File: src/rtl/pc_pkg.sv
// Shared definitions for the program counter and its return-address stack.
package pc_pkg;

  // One action per cycle, chosen by the priority decoder.
  typedef enum logic [2:0] {
    PC_OP_HOLD,
    PC_OP_INCR,
    PC_OP_LOAD,
    PC_OP_CALL,
    PC_OP_RET
  } pc_op_e;

  localparam int unsigned PC_ADDR_W_DEF     = 13;
  localparam int unsigned PC_STEP_DEF       = 1;
  localparam int unsigned PC_DEPTH_DEF      = 4;
  localparam int unsigned PC_RESET_ADDR_DEF = 0;

  // Strobe priority: ret > call > load > incr; nothing asserted means stall.
  function automatic pc_op_e pc_decode(input logic ret, input logic call,
                                       input logic load, input logic incr);
    pc_op_e op;
    op = PC_OP_HOLD;
    if (ret)       op = PC_OP_RET;
    else if (call) op = PC_OP_CALL;
    else if (load) op = PC_OP_LOAD;
    else if (incr) op = PC_OP_INCR;
    return op;
  endfunction

endpackage

File: src/rtl/pc_ret_stack.sv
// Return-address LIFO. Push is ignored when full, pop is ignored when empty.
module pc_ret_stack
  import pc_pkg::*;
#(
  parameter int unsigned ADDR_W = PC_ADDR_W_DEF,
  parameter int unsigned DEPTH  = PC_DEPTH_DEF
) (
  input  logic              clk,
  input  logic              rst,
  input  logic              push,
  input  logic              pop,
  input  logic [ADDR_W-1:0] din,
  output logic [ADDR_W-1:0] top,
  output logic              empty,
  output logic              full
);

  localparam int unsigned PTR_W = $clog2(DEPTH + 1);

  logic [PTR_W-1:0]  cnt_q, cnt_d;
  logic [ADDR_W-1:0] mem_q [DEPTH];
  logic [ADDR_W-1:0] mem_d [DEPTH];
  logic              do_push, do_pop;

  assign empty = (cnt_q == '0);
  assign full  = (cnt_q == PTR_W'(DEPTH));

  // Qualify requests; a simultaneous push and pop resolves as a pop.
  always_comb begin
    do_pop  = pop && !empty;
    do_push = push && !full && !pop;
  end

  // Next count and next storage contents; entry cnt_q is the free slot.
  always_comb begin
    cnt_d = cnt_q;
    mem_d = mem_q;
    if (do_pop) begin
      cnt_d = cnt_q - PTR_W'(1);
    end else if (do_push) begin
      cnt_d = cnt_q + PTR_W'(1);
      for (int i = 0; i < int'(DEPTH); i++) begin
        if (cnt_q == PTR_W'(i)) mem_d[i] = din;
      end
    end
  end

  // Top of stack is the entry just below the count.
  always_comb begin
    top = '0;
    for (int i = 0; i < int'(DEPTH); i++) begin
      if (cnt_q == PTR_W'(i + 1)) top = mem_q[i];
    end
  end

  // Occupancy count; cleared by reset.
  always_ff @(posedge clk or posedge rst) begin
    if (rst) cnt_q <= '0;
    else     cnt_q <= cnt_d;
  end

  // Entry storage; contents after reset do not matter since count is zero.
  always_ff @(posedge clk) begin
    mem_q <= mem_d;
  end

endmodule

File: src/rtl/pc_stack.sv
// Program counter with call/return support through a hardware return stack.
module pc_stack
  import pc_pkg::*;
#(
  parameter int unsigned       ADDR_W     = PC_ADDR_W_DEF,
  parameter int unsigned       STEP       = PC_STEP_DEF,
  parameter int unsigned       DEPTH      = PC_DEPTH_DEF,
  parameter logic [ADDR_W-1:0] RESET_ADDR = ADDR_W'(PC_RESET_ADDR_DEF)
) (
  input  logic              clk,
  input  logic              rst,
  input  logic              incr,
  input  logic              load,
  input  logic              call,
  input  logic              ret,
  input  logic [ADDR_W-1:0] tgt_addr,
  input  logic              err_clr,
  output logic [ADDR_W-1:0] pc_addr,
  output logic              stk_empty,
  output logic              stk_full,
  output logic              stk_ovf,
  output logic              stk_udf
);

  pc_op_e            op;
  logic [ADDR_W-1:0] pc_q, pc_d;
  logic [ADDR_W-1:0] pc_next_seq;
  logic [ADDR_W-1:0] stk_top;
  logic              ovf_q, ovf_d;
  logic              udf_q, udf_d;
  logic              do_push, do_pop;

  // Decode the strobes and form the sequential successor (wraps naturally).
  always_comb begin
    op          = pc_decode(ret, call, load, incr);
    pc_next_seq = pc_q + ADDR_W'(STEP);
    do_push     = (op == PC_OP_CALL);
    do_pop      = (op == PC_OP_RET);
  end

  pc_ret_stack #(
    .ADDR_W (ADDR_W),
    .DEPTH  (DEPTH)
  ) u_ret_stack (
    .clk   (clk),
    .rst   (rst),
    .push  (do_push),
    .pop   (do_pop),
    .din   (pc_next_seq),
    .top   (stk_top),
    .empty (stk_empty),
    .full  (stk_full)
  );

  // Next pc: a call jumps even when its push is dropped; ret on empty stalls.
  always_comb begin
    pc_d = pc_q;
    unique case (op)
      PC_OP_INCR: pc_d = pc_next_seq;
      PC_OP_LOAD: pc_d = tgt_addr;
      PC_OP_CALL: pc_d = tgt_addr;
      PC_OP_RET:  if (!stk_empty) pc_d = stk_top;
      default:    pc_d = pc_q;
    endcase
  end

  // Sticky error flags; a new error in the clear cycle keeps the flag set.
  always_comb begin
    ovf_d = ovf_q;
    udf_d = udf_q;
    if (err_clr) begin
      ovf_d = 1'b0;
      udf_d = 1'b0;
    end
    if (do_push && stk_full)  ovf_d = 1'b1;
    if (do_pop  && stk_empty) udf_d = 1'b1;
  end

  // Program counter and flag registers.
  always_ff @(posedge clk or posedge rst) begin
    if (rst) begin
      pc_q  <= RESET_ADDR;
      ovf_q <= 1'b0;
      udf_q <= 1'b0;
    end else begin
      pc_q  <= pc_d;
      ovf_q <= ovf_d;
      udf_q <= udf_d;
    end
  end

  assign pc_addr = pc_q;
  assign stk_ovf = ovf_q;
  assign stk_udf = udf_q;

endmodule

File: config.mk
export PLATFORM = sky130hd
export DESIGN_NAME = pc_stack
export DESIGN_NICKNAME = d
export VERILOG_FILES = /design/src/rtl/pc_pkg.sv /design/src/rtl/pc_ret_stack.sv /design/src/rtl/pc_stack.sv
export SDC_FILE = /design/constraint.sdc
export NUM_CORES = 1
export LEC_CHECK = 0
export CORE_ASPECT_RATIO = 0.8
export CORE_MARGIN = 5
export CORE_UTILIZATION = 50
export CTS_BUF_LIST = sky130_fd_sc_hd__clkbuf_8
export CTS_CLUSTER_DIAMETER = 30
export DETAILED_ROUTE_END_ITERATION = 16
export PLACE_DENSITY_LB_ADDON = 0.25
export SETUP_SLACK_MARGIN = 0.5
export SLEW_MARGIN = 40
export SYNTH_ARGS = -nofsm -noshare
export SYNTH_HDL_FRONTEND = slang
export SYNTH_SLANG_ARGS = --single-unit
File: constraint.sdc
create_clock -name clk -period 3.2 [get_ports clk]
set_input_delay 0.48 -clock clk [delete_from_list [all_inputs] [get_ports clk]]
set_output_delay 0.48 -clock clk [all_outputs]
set_load 0.02 [all_outputs]
==> flow_summary.toml, run 1 <==
[logic_synthesis]
synthDominantCellAreaShare_pct = 45.3
ys_ff_latch = 70
syn_inst = 294
synth_area_per_cell_um2 = 11.7
yosysWarningCount = 0
seq_area_frac_synth_pct = 58.4
synth_flop_cell = "edfxtp_1"
synthArstFlopShare_pct = 25.7
synthTopCellsByArea = "edfxtp_1 45%, dfrtp_1 13%, nand2_1 3.6%, ha_1 2.5%, a21oi_1 2.3%"
syn_nets = 321
yosysTopAreaCell = "edfxtp_1"
synth_edf_count = 52
synthesis.area_mm2 = 0.00345
synth.distinct_cells = 62

[sta]
max_slew_margin_pct = 53.8
fin_tns_setup_ps = 0
worst_pin_slew_ps = 692
drv_slew = 0
hold_viol = 0
fin_skew_ps = 8.31
min_period_over_period_pct = 77.3
finalSetupViolCount = 0
max_freq_ghz = 0.405
rsz0062_at_grt = "no"
period_needed_ps = 2470

[pwr]
ir_drop_v = 0.000422
p_leak_nw = 1.50
powerDensity_mw_per_mm2 = 888

[placed_design]
gp_congestion = 0.850
dp_cells = 412
place_hpwl_um = 6060
port_buffers = 36

[setup_path]
r2r-end = "pc_addr[9]"
critPathCaptureType = "output pin"
critPathLaunchType = "flop"
crit_arrival_ps = 1990
reg2regPathDepth = 6
cp_max_fo = 10
rrSetupSlack_ps = 810
crit_required_ps = 2720
rr_startpoint = "u_ret_stack.cnt_q[0]"
path_class = "flop to output pin"

[final_layout]
fin_util_pct = 61.4
final_nets = 363
final_cells = 428
filler_cell_count = 558
antenna_cells = 0
drive_gt1_share_pct = 13.5
area_growth_pct = 20.9

[grt]
antenna_found_initial = 0
globalRouteTotalUtil_pct = 21.5
grt_max_degree = 21
grt_pass1_wl_um = 13900
first_global_vias = 2526
overflow = 0

[drt]
drtIter0Drc = 190
vias_per_cell = 5.91
wl_per_cell_um = 20.1
drcViolationCount = 0
routed_wl_um = 8600
ant_nets = 0
dr.pass1.iters = 5
vias = 2528

[flow_run]
drv_cap = 0

[floorplan]
die_h_um = 84.3
dieArea_mm2 = 0.00866
die_x_um = 103
start_util_pct = 50.8
rows = 27
core_area_mm2 = 0.00679
ios = 37

[clocking]
h-tree-depth = 3
cts_setup_buffers = 0
worstSkewPairLatency_ps = 360
cts_sinks = 70
clk_pin_slew_ps = 80
cts_buffers = 9
cts_root_buffer = "clkbuf_8"
cts_tree = "yes"
clock_path_buffers = 2

[status]
outcome = "finished, final reports clean"

[min_path]
holdCritPathClass = "input pin to asynchronous set/reset pin"
-- synthesized netlist by cell type, types with 5 or more instances --
cell type	instances
a21oi_1	16
a31oi_1	5
clkbuf_1	9
dfrtp_1	18
edfxtp_1	52
ha_1	7
inv_1	11
nand2_1	33
nand3_1	10
nand3b_1	5
nor2_1	14
nor3_1	5
o21ai_0	9
o221ai_1	5
o22ai_1	5
xnor2_1	7
xor2_1	5
-- kinds of logic (layout without fill, tap and decap cells) --
logic type	after synthesis	in the layout	share of synthesized area, %
and+or+nand+nor	99	99	15.5
AOI/OAI and AO/OA	77	77	16.7
adders and majority gates	7	7	2.54
DFF	70	70	58.4
buffers and inverters	27	74	3.30
muxes	2	2	0.581
xor gates and xnor gates	12	12	3.05
-- repair_timing --
| item | CTS | global route |
|---|---|---|
| setup endpoints to repair | 2 | 1 |
| gates cloned | 0 | 0 |
| endpoints found under the hold margin | 0 | 0 |
| hold buffers | 0 | 0 |
| resized for setup | 2 | 1 |
-- layer usage --
layer  share of wire [%]  global-route usage [%]  up-vias
met4                 2.1                    7.88        0
met3                 8.4                    5.48       16
met1                  43                    30.4     1218
met2                  46                    32.0      101
li1                    -                       -     1193
met5                   0                       0        -
-- where the power goes --
part           switching (mW)  internal, mW  total, mW
Combinational           0.864         0.587       1.45
Sequential              0.187          1.25       1.44
Clock                   0.362         0.448      0.810
-- placed cells by master (no fill, tap or decap), types with 3 or more instances in the layout --
cell type | netlist | final
a21o_1 | 3 | 3
a21oi_1 | 16 | 16
a221o_1 | 3 | 3
a221oi_1 | 3 | 3
a22oi_1 | 3 | 3
a31oi_1 | 5 | 5
and2_1 | 4 | 4
buf_4 | 0 | 10
clkbuf_8 | 0 | 9
clkdlybuf4s50_1 | 0 | 34
dfrtp_1 | 18 | 18
edfxtp_1 | 52 | 52
ha_1 | 7 | 6
inv_1 | 11 | 10
inv_6 | 0 | 3
nand2_1 | 33 | 33
nand3_1 | 10 | 10
nand3b_1 | 5 | 5
nor2_1 | 14 | 14
nor3_1 | 5 | 5
nor3b_2 | 0 | 3
o211a_1 | 3 | 3
o21ai_0 | 9 | 9
o221ai_1 | 5 | 5
o22ai_1 | 5 | 5
or2_2 | 4 | 4
or3_1 | 3 | 3
xnor2_1 | 7 | 7
xor2_1 | 5 | 5
-- critical path, cell delays in order (launching register included) --
cell and delay, ps:
dfrtp_1 440, inv_1 130, ha_2 280, buf_4 200, nor2b_1 230, dlygate4sd2_1 360
-- layout make-up --
class	count	area, um^2	share of cell area [%]
tap	87	109	2.61
timing repair buffer	46	437	10.5
sequential	70	2010	48.3
clock buffer	9	124	2.97
clock inverter	7	103	2.46
inverter	12	45.0	1.08
multi-input combinational	197	1340	32.1
-- worst max-delay path by stage --
stage / endpoint / from / slack, ps / depth (start not counted)
after floorplan: u_ret_stack.mem_q[13] / u_ret_stack.cnt_q[0] / 580 / 5
after global placement: stk_empty / u_ret_stack.cnt_q[0] / 790 / 5
after detailed placement: u_ret_stack.mem_q[40] / ret / 750 / 3
after CTS: stk_full / u_ret_stack.cnt_q[0] / 560 / 5
after global routing: pc_addr[9] / u_ret_stack.cnt_q[0] / 590 / 6
final: stk_empty / u_ret_stack.cnt_q[1] / 730 / 5
-- state kept, by name (all words and copies together) (netlist names) --
name and cells:
pc_addr 13, stk_ovf 1, stk_udf 1, u_ret_stack.cnt_q 3, u_ret_stack.mem_q 52
-- through the flow --
| step | total power, mW | worst slack (ps) | instance area [um^2] | hold WS, ps |
|---|---|---|---|---|
| floorplan | 2.33 | 577 | 3450 | 419 |
| detailed placement | 2.90 | 746 | 3940 | 526 |
| global route | 3.91 | 586 | 4170 | 484 |
| CTS | 3.72 | 558 | 4170 | 537 |
| finish | 3.70 | 728 | 4170 | 433 |
| global placement | 2.87 | 788 | 3940 | 511 |
No activity file was read; power rests on OpenSTA's default activity.
==> inputs of run 2 (changes only) <==
Clock period 3.2 ns to 2.3 ns, I/O delays scaled along.
==> flow_summary.toml, run 2 (same netlist as run 1, synthesis figures left out) <==
[clocking]
clock_path_buffers = 2
worstSkewPairLatency_ps = 350
cts_sinks = 70
cts_root_buffer = "clkbuf_8"
cts_tree = "yes"
cts_buffers = 9
h-tree-depth = 3
hold_buffers = 0
clk_pin_slew_ps = 70

[sta]
fin_skew_ps = 5.92
rsz0062_at_grt = "yes"
period_needed_ps = 1900
hold_viol = 0
finalSetupViolCount = 0
max_freq_ghz = 0.527
max_slew_margin_pct = 58.3
drv_slew = 0
worst_pin_slew_ps = 622
fin_tns_setup_ps = 0
min_period_over_period_pct = 82.5

[setup_path]
rrSetupSlack_ps = 400
crit_required_ps = 2550
cp_slowest_cell = "dfrtp_2"
critPathLaunchType = "flop"
critPathCaptureType = "flop"
cp_max_fo = 5
crit_arrival_ps = 2140
path_class = "flop to flop"
slowest_delay_ps = 460
crit_chain = "ha_4, ha_4, nor4b_4, a2111oi_2, a21o_1, a2111oi_4"
cpMostUsedCell = "ha_4"

[grt]
overflow = 0
grt_max_degree = 19
first_global_vias = 2696
antenna_found_initial = 0
globalRouteTotalUtil_pct = 22.6
grt_pass1_wl_um = 14400

[floorplan]
core_area_mm2 = 0.00679
ios = 37
start_util_pct = 50.8
die_x_um = 103
dieArea_mm2 = 0.00866
die_h_um = 84.3
rows = 27

[pwr]
seq_power_share_pct = 36.0
ir_drop_v = 0.000716
clkPwrFrac_pct = 16.7
powerDensity_mw_per_mm2 = 1210
swShare_pct = 39.4
p_leak_nw = 1.74
internal_power_mw = 3.46
switchingPower_mw = 2.25
p_comb_share_pct = 47.3

[min_path]
holdCritPathClass = "input pin to asynchronous set/reset pin"

[final_layout]
final_cell_mix = "52 x edfxtp_1, 32 x nand2_1, 28 x buf_4, 23 x clkdlybuf4s50_1"
final_cells = 457
seq_area_mm2 = 0.00202
multi_input_area_mm2 = 0.00159
drive_gt1_share_pct = 30.0
filler_cell_count = 479
largest-register = "u_ret_stack.mem_q"
area_growth_pct = 37.1
layout_commonest_cell = "edfxtp_1"
antenna_cells = 0
final_nets = 392
largest_reg_flops = 52

[drt]
wl_per_cell_um = 21.2
routed_wl_um = 9680
dr.pass1.iters = 6
drtIter0Drc = 293
drcViolationCount = 0
vias_per_cell = 5.99
vias = 2736
ant_nets = 0

[placed_design]
gp_congestion = 0.889
place_hpwl_um = 6570
port_buffers = 36
dp_cells = 424

[flow_run]
drv_cap = 0

[status]
outcome = "finished, final reports clean"
[run 2: cell count changes in the layout (fill, tap and decap cells not counted), sizes merged, moves of 2 or more]
cell / previous run / this run
buf: 10 / 40
clkdlybuf4s50: 34 / 23
dlymetal6s2s: 1 / 3
dlygate4sd2: 1 / 8
clkinv: 2 / 4
inv: 14 / 12
[run 2: repair_timing]
| action | in CTS | in global routing |
|---|---|---|
| setup endpoints to repair | 46 | 74 |
| buffers inserted | 8 | 8 |
| pin swaps | 9 | 15 |
| gates resized for setup | 44 | 31 |
| gates cloned | 0 | 1 |
[run 2: layout make-up]
type	instances	share of cell area, %
Clock inverter	7	1.43
Multi-Input combinational cell	197	33.7
Inverter	12	1.19
Tap cell	87	2.30
Sequential cell	70	42.7
Timing Repair Buffer	75	16.1
Clock buffer	9	2.62
[run 2: critical path, delay by kind of cell (launching register included)]
kind | cells | cell delay, ps
AOI/OAI and AO/OA | 3 | 620
adders and majority gates | 2 | 350
DFF | 1 | 460
and+or+nand+nor | 1 | 350
[run 2: final timing paths]
check                                     start              endpoint  cells past startpoint
setup / recovery           u_ret_stack.cnt_q[1]            pc_addr[9]                      6
hold / removal                              rst  u_ret_stack.cnt_q[0]                      3
setup reg to reg           u_ret_stack.cnt_q[1]            pc_addr[9]                      6
hold reg to reg                         stk_udf               stk_udf                      2
max in group asynchronous                   rst            pc_addr[2]                      3
min in group clk                        stk_udf               stk_udf                      2
[run 2: power by group through the flow]
stage          sequential (mW)  clock [mW]  combinational [mW]
2_1_floorplan             2.10           0                1.31
3_3_place_gp              2.02           0                2.16
3_5_place_dp              2.03           0                2.21
4_1_cts                   2.02       0.976                2.42
5_1_grt                   2.08        1.04                2.87
6_report                  2.06       0.955                2.70
[run 2: layer usage]
metal / track usage, % / routed length, um / part of all wire, %
met1: 30.4 / 4040 / 42
met2: 35.6 / 4730 / 49
met3: 6.98 / 762 / 7.9
met4: 5.88 / 146 / 1.5
met5: 0 / 0 / 0
[run 2: through the flow]
| stage | power [mW] | cell area (um^2) | utilization, % | hold WS [ps] | worst slack [ps] |
|---|---|---|---|---|---|
| after floorplan | 3.41 | 3570 | - | 284 | 338 |
| after global placement | 4.17 | 4120 | 60.7 | 519 | 213 |
| after detailed placement | 4.24 | 4120 | 60.7 | 516 | 175 |
| after CTS | 5.42 | 4500 | 66.2 | 321 | 354 |
| after global routing | 5.99 | 4730 | 69.6 | 347 | 315 |
| final | 5.71 | 4730 | 69.6 | 327 | 403 |
==> inputs of run 3 (changes only) <==
Clock period 2.3 ns to 1.8 ns, I/O delays scaled along.
==> flow_summary.toml, run 3 (same netlist as run 1, synthesis figures left out) <==
[final_layout]
final_nets = 480
antenna_cells = 0
final_cell_mix = "76 x buf_4, 52 x edfxtp_1, 46 x buf_6, 30 x nand2_1, 18 x clkdlybuf4s50_1"
multi_input_area_mm2 = 0.00192
largest-register = "u_ret_stack.mem_q"
seq_area_mm2 = 0.00203
layout_commonest_cell = "buf_4"
filler_cell_count = 259
largest_reg_flops = 52
area_growth_pct = 72.6
drive_gt1_share_pct = 55.2

[setup_path]
rr_startpoint = "u_ret_stack.cnt_q[1]"
cp_max_fo = 6
critPathLaunchType = "flop"
critPathCaptureType = "flop"
rrSetupSlack_ps = -190
crit_arrival_ps = 2280
r2r-end = "pc_addr[8]"
startpoint = "u_ret_stack.cnt_q[1]"
path_class = "flop to flop"
crit_required_ps = 2090
setup.worst_path.end = "pc_addr[8]"
reg2regPathDepth = 9

[pwr]
powerDensity_mw_per_mm2 = 1710
ir_drop_v = 0.00115
p_leak_nw = 2.30

[sta]
hold_viol = 0
min_period_over_period_pct = 110
max_freq_ghz = 0.503
setup_ws_ps = -189
max_slew_margin_pct = 73.6
fin_skew_ps = 21.6
period_needed_ps = 1990
fin_tns_setup_ps = -3260
fin_hold_ws_ps = 223
worst_pin_slew_ps = 392
drv_slew = 0
rsz0062_at_grt = "yes"
finalSetupViolCount = 40

[drt]
vias = 3670
vias_per_cell = 6.73
dr.pass1.iters = 7
wl_per_cell_um = 27.8
ant_nets = 0
drtIter0Drc = 527
routed_wl_um = 15200
drcViolationCount = 0

[floorplan]
start_util_pct = 50.8
core_area_mm2 = 0.00679
die_h_um = 84.3
ios = 37
dieArea_mm2 = 0.00866
rows = 27
die_x_um = 103

[clocking]
clk_pin_slew_ps = 100
cts_buffers = 9
cts_root_buffer = "clkbuf_8"
worstSkewPairLatency_ps = 370
h-tree-depth = 3
clock_path_buffers = 2
cts_sinks = 70
hold_buffers = 0
cts_tree = "yes"

[placed_design]
gp_congestion = 1.01
place_hpwl_um = 6940
port_buffers = 36

[grt]
overflow = 0
antenna_found_initial = 0
first_global_vias = 3480
grt_pass1_wl_um = 19400
globalRouteTotalUtil_pct = 30.6
grt_max_degree = 19

[min_path]
holdCritPathClass = "input pin to asynchronous set/reset pin"

[status]
violations = "setup timing"
outcome = "finished, violations left"

[flow_run]
drv_cap = 0
run 3: cell type report:
cell class / count / area share, %
clock inverter: 7 / 1.64
inverter: 12 / 0.925
sequential: 70 / 34.1
multi-input combinational: 198 / 32.3
timing repair buffer: 162 / 27.1
tap: 87 / 1.83
clock buffer: 9 / 2.08
run 3: power by group:
| group | total (mW) | switching (mW) | internal (mW) |
|---|---|---|---|
| combinational | 6.15 | 3.07 | 3.08 |
| clock | 1.44 | 0.654 | 0.784 |
| sequential | 2.59 | 0.335 | 2.26 |
run 3: what timing repair did:
action,CTS,global route
gates resized for setup,151,56
buffers inserted,46,23
gates cloned,2,1
setup endpoints to repair,119,125
pin swaps,30,26
endpoints found under the hold margin,0,0
run 3: stage by stage:
stage / area (um^2) / util [%] / cells / setup WS [ps] / power (mW)
after floorplan: 3770 / - / 294 / -162 / 4.64
after global placement: 4540 / 66.9 / 457 / -284 / 5.94
after detailed placement: 4540 / 66.9 / 457 / -245 / 5.99
after CTS: 5500 / 81.0 / 521 / -75.5 / 8.75
after global routing: 5950 / 87.6 / 545 / -239 / 10.5
final: 5950 / 87.6 / 545 / -189 / 10.2
run 3: per-layer routing:
layer	part of all wire, %	track usage [%]	wire (um)
met4	7.2	12.6	1090
met2	45	50.6	6790
met5	0	0	0
met1	36	37.6	5470
met3	12	8.55	1820
run 3: worst min path at each step:
stage,cells past startpoint,to
after floorplan,1,pc_addr[10]
after global placement,2,stk_ovf
after detailed placement,2,stk_udf
after CTS,3,pc_addr[7]
after global routing,3,pc_addr[10]
final,3,pc_addr[10]
run 3: worst max-delay path, stage by stage, from the launching register on:
cell and delay [ps]:
dfrtp_2 460, buf_6 130, ha_4 160, buf_6 130, buf_4 140, nor2b_4 220
buf_6 140, a22oi_2 50, o211ai_1 260, o211a_1 210
==> RTL edit 1, RTL diff (flow settings as in run 1) <==
Make the reset (`rst`) synchronous in 2 clocked blocks.
--- a/src/rtl/pc_ret_stack.sv
+++ b/src/rtl/pc_ret_stack.sv
@@ -54,7 +54,7 @@
   end
 
   // Occupancy count; cleared by reset.
-  always_ff @(posedge clk or posedge rst) begin
+  always_ff @(posedge clk) begin
     if (rst) cnt_q <= '0;
     else     cnt_q <= cnt_d;
   end
--- a/src/rtl/pc_stack.sv
+++ b/src/rtl/pc_stack.sv
@@ -77,7 +77,7 @@
   end
 
   // Program counter and flag registers.
-  always_ff @(posedge clk or posedge rst) begin
+  always_ff @(posedge clk) begin
     if (rst) begin
       pc_q  <= RESET_ADDR;
       ovf_q <= 1'b0;
Behaviour: differs if rst is asserted again (counterexample within 4 cycles, from zero or initial values and one cycle with rst high); with rst held inactive, the same outputs for 10 cycles.
==> RTL edit 1 against run 1 <==
- sequential cell count unchanged
- total power decreased by 23%
- combinational power decreased by 37%
- synthesized area decreased by 2.1%
- count of clock-buffer cells in the layout increased by 1
- cell area decreased by 2.4%
- setup slack got worse by 60 ps
- synthesized cell count increased by 3.4%
- routed wire length decreased by 0.86%
- global-route usage decreased by 0.71 points
- critical endpoint unchanged
- highest routed layer unchanged
==> RTL edit 1: results (changes against run 1) <==
| Metric | Value |
|---|---|
| Iteration-0 DRC count of the detailed router | 280 (+47%) |
| Syn Nets | 331 (+3.1%) |
| CTS root buf | clkbuf_8 |
| R2R Setup Slk | 730 ps (-80 ps) |
| Synth Area in Adders | 0.02595 (+0.0005464) |
| Vias in the first global route | 2499 (-1.1%) |
| Post-Syn Area per Cell | 11.10 µm² (-5.3%) |
| Static Leak | 1.398 nW (-6.8%) |
| Placed cells | 419 (+1.7%) |
| Worst-Margin Slew | 660.3 ps (-31.98 ps) |
| Largest cells by area after synthesis | edfxtp_1, dfxtp_1, o21ai_0 |
| Vias | 2611 (+3.3%) |
| Final net count | 373 (+2.8%) |
| Filler instances | 529 (-5.2%) |
| Most flop-heavy register | u_ret_stack.mem_q |
| Worst min path class | register to register |
| Maximum fanout along the worst path | 16 (+6) |
| Sequential element share of the synthesized area | 0.5695 (-0.01414) |
| RR Startpoint | u_ret_stack.cnt_q[0] |
| Library cells used by synthesis | 49 (-21%) |
| Asr flop ratio synth | 0 (-0.2571) |
| Arrival time of the worst setup path | 2050 ps (+60 ps) |
| Diode count | 0 (unchanged) |
| H-tree depth | 3 (unchanged) |
| Count of flip-flops with a built-in enable after synthesis | 52 (unchanged) |
| Global-route wire length before repair | 13420 µm (-3.1%) |
| Pre-CTS setup slack | 615.3 ps (-130.6 ps) |
| Clk_lat worst skew | between 300 and 400 ps |
| XOR/XNOR share of the synthesized area | 0.03115 (+0.0006557) |
| DP Wirelength | 5753 µm (-5.0%) |
| GPL Wtd Cong | 0.8440 (-0.71%) |
| Min-delay src | stk_udf |
| FF-to-FF End | pc_addr[11] |
| Clk pin slew, worst setup/hold paths | 70 ps |
| Status | finished clean |
| GRT Total Usage | 0.2078 (-0.007112) |
| Multiplexer area fraction after synthesis | 0.009640 (+0.003833) |
| Max VDD drop | 0.3981 mV (-5.6%) |
| Setup Buffers After CTS | 0 (unchanged) |
| CTS resizes | 0 (-2) |
| Vias per cell | 6.002 (+1.6%) |
| Top cells by count, synth | edfxtp_1, nand2_1, nor2_1 |
| Compound-cell area share of the yosys netlist | 0.1683 (+0.001729) |
| Drt total wl | 8527 µm (-0.86%) |
| Share of layout cells above drive strength 1 | 0.1197 (-0.01524) |
| Setup Skew | 9.980 ps (+1.668 ps) |
| Largest net degree at the start of global routing | 35 (+67%) |
| Hold_buf cts | 0 (unchanged) |
| Clk buf depth | 2 (unchanged) |
[RTL edit 1: cell count changes after synthesis, sizes merged, moves of 9 or more]
cell	before	now
nor3	5	16
nand2	34	25
dfxtp	0	18
dfrtp	18	0
nor2	14	24
o21ai	10	23
[RTL edit 1: worst max-delay path, cell delays in order (launching register included)]
cell	delay, ps
dfxtp_1	330
inv_1	160
ha_1	200
buf_4	210
nor2b_1	180
clkdlybuf4s50_1	630
[RTL edit 1: cell type report]
type	instances	area share
repair buffers	50	0.1175
multi-input cells	204	0.3256
clock inverters	6	0.01476
inverters	11	0.01015
well taps	84	0.02583
flip-flops and latches	70	0.4723
clock buffers	10	0.03383
[RTL edit 1: cells by family (layout without fill, tap and decap cells)]
logic type | Yosys count | after routing
simple gates | 103 | 103
compound gates | 79 | 79
flops | 70 | 70
buf+inv | 30 | 77
xor+xnor | 12 | 12
fa+ha+maj | 7 | 7
mux | 3 | 3
[RTL edit 1: how the worst max path moves through the flow]
stage,slack [ps],cells after the start,start,endpoint
floorplan,560,7,u_ret_stack.cnt_q[2],u_ret_stack.mem_q[0]
global placement,730,6,call,pc_addr[11]
detailed placement,620,6,call,pc_addr[11]
CTS,650,5,u_ret_stack.cnt_q[1],stk_empty
global route,530,5,u_ret_stack.cnt_q[1],stk_empty
finish,670,5,u_ret_stack.cnt_q[1],stk_empty
[RTL edit 1: where the power goes]
| group | switching, mW | internal, mW | total [mW] | leakage (nW) |
|---|---|---|---|---|
| Clock | 0.332 | 0.378 | 0.710 | 0.100 |
| Combinational | 0.535 | 0.380 | 0.915 | 0.670 |
| Sequential | 0.0899 | 1.13 | 1.22 | 0.627 |
[RTL edit 1: layer usage]
metal,global-route usage,vias to the layer above,part of all wire
met5,0,-,0
met4,0.04291,0,0.010
met3,0.06015,12,0.091
met2,0.2975,114,0.45
met1,0.3133,1252,0.45
li1,-,1233,-
[RTL edit 1: stage by stage]
stage               hold slack (ps)  instance area, µm²
floorplan                     532.6                3374
global placement              450.3                3871
detailed placement            448.8                3871
CTS                           458.8                4069
global route                  507.6                4069
finish                        459.3                4069
==> RTL edit 2, RTL diff (settings of run 1) <==
Made on the original files. Set the package constant `PC_DEPTH_DEF` to 2 (it was 4).
--- a/src/rtl/pc_pkg.sv
+++ b/src/rtl/pc_pkg.sv
@@ -12,7 +12,7 @@
 
   localparam int unsigned PC_ADDR_W_DEF     = 13;
   localparam int unsigned PC_STEP_DEF       = 1;
-  localparam int unsigned PC_DEPTH_DEF      = 4;
+  localparam int unsigned PC_DEPTH_DEF      = 2;
   localparam int unsigned PC_RESET_ADDR_DEF = 0;
 
   // Strobe priority: ret > call > load > incr; nothing asserted means stall.
Function: changed (Yosys sat finds a counterexample within 4 cycles, from zero or initial values and one cycle with rst high).
==> RTL edit 2 against run 1 <==
- sequential share of layout area down 4.0 points
- sequential cell count decreased by 27
- cell area fell by 35%
- setup slack lost 38 ps
- routed wire length down 38%
- non-clock buffer count shrank 8
- total power shrank 40%
- synthesized area down 36%
- critical endpoint is now stk_full
- largest power group is now registers
- highest routed layer unchanged
==> RTL edit 2: results (changes against run 1) <==
| Metric | Value |
|---|---|
| Post-DP Area | 0.002587 mm² (-34%) |
| Nonclk buf count | 38 (-17%) |
| FFs & Latches | 43 (-39%) |
| First-pass DRT Iterations | 4 (-1) |
| DP Wirelength | 3737 µm (-38%) |
| CTS Buf Count | 5 (-4) |
| GRT Total Usage | 0.1870 (-0.02800) |
| Vias per cell | 5.979 (+1.2%) |
| Drt total wl | 5298 µm (-38%) |
| Global-route wire length before repair | 8645 µm (-38%) |
| Final-layout clock-cell area share | 0.05007 (-0.004269) |
| Switching part of the total | 0.3540 (-0.02783) |
| Seq pwr share | 0.406 (+0.017) |
| Iteration-0 DRC count of the detailed router | 162 (-15%) |
| Vias | 1680 (-34%) |
| Maximum fanout along the worst path | 14 (+4) |
| Overall power | 2.217 mW (-40%) |
| Comb_multi_in | 125 (-37%) |
| R2R depth | 4 (-2) |
| Final net count | 248 (-32%) |
| Post-Syn Area per Cell | 11.61 µm² (-1.0%) |
| Count of flip-flops with a built-in enable after synthesis | 26 (-50%) |
| Sequential element share of the synthesized area | 0.5440 (-0.03965) |
| Asr flop ratio synth | 0.3953 (+0.1382) |
| CP endpoint | stk_full |
| Crit-path max cell delay | 700 ps (+260 ps) |
| Slew HR | 0.5193 (-0.01913) |
| Minimum clock period | 2510 ps (+38.07 ps) |
| Design Area, Final | 0.002724 mm² (-35%) |
| Placed cells | 273 (-34%) |
| Max reg flops | 26 (-50%) |
| Pre-CTS setup slack | 570.4 ps (-175.5 ps) |
| Storage cell area | 0.001206 mm² (-40%) |
| Slowest cell on crit path | clkdlybuf4s50_1 |
| Max VDD drop | 0.3915 mV (-7.2%) |
| Status | finished clean |
| CTS resizes | 0 (-2) |
| Static Leak | 1.017 nW (-32%) |
| Non-CTS inverters | 10 (-2) |
| Setup Skew | 11.97 ps (+3.654 ps) |
| FF-to-FF End | u_ret_stack.mem_q[6] |
| Comb power frac | 0.368 (-0.024) |
| H-tree depth | 2 (-1) |
| Top cells by count, synth | edfxtp_1, dfrtp_1, nand2_1 |
| Multi-input gate area | 897.1 µm² (-33%) |
| Share of layout cells above drive strength 1 | 0.07143 (-0.06347) |
| Largest net degree at the start of global routing | 20 (-4.8%) |
| Worst min path class | register to register |
| Syn Nets | 216 (-33%) |
| Arrival time of the worst setup path | 2030 ps (+40 ps) |
| Clk_lat worst skew | 300 ps (-60 ps) |
| Signal buffers share of area | 0.1378 (+0.03303) |
| Worst hold margin | 501.0 ps (+68.15 ps) |
| Library cells used by synthesis | 47 (-24%) |
[RTL edit 2: cell count changes after synthesis, sizes merged, moves of 4 or more]
cell	run 1	this run
a211oi	1	5
a21oi	16	4
a22o	2	7
edfxtp	52	26
nand2	34	15
nand3	11	4
nand3b	5	0
nor2	14	8
o221ai	5	1
o2bb2ai	0	4
or2	4	0
[RTL edit 2: routing by layer]
metal / global-route usage / vias to the layer above / routed length, µm
li1: - / 784 / -
met1: 0.2496 / 827 / 2311
met2: 0.3091 / 65 / 2650
met3: 0.03800 / 4 / 296
met4: 0.05272 / 0 / 39
met5: 0 / - / 0
[RTL edit 2: logic make-up after synthesis]
kind of cell,share of synthesized area
buffers and inverters,0.05417
AND/OR/NAND/NOR,0.1411
AO/OA/AOI/OAI,0.1851
XOR/XNOR,0.04740
flip-flops,0.5440
adder cells (fa/ha/maj),0.02822
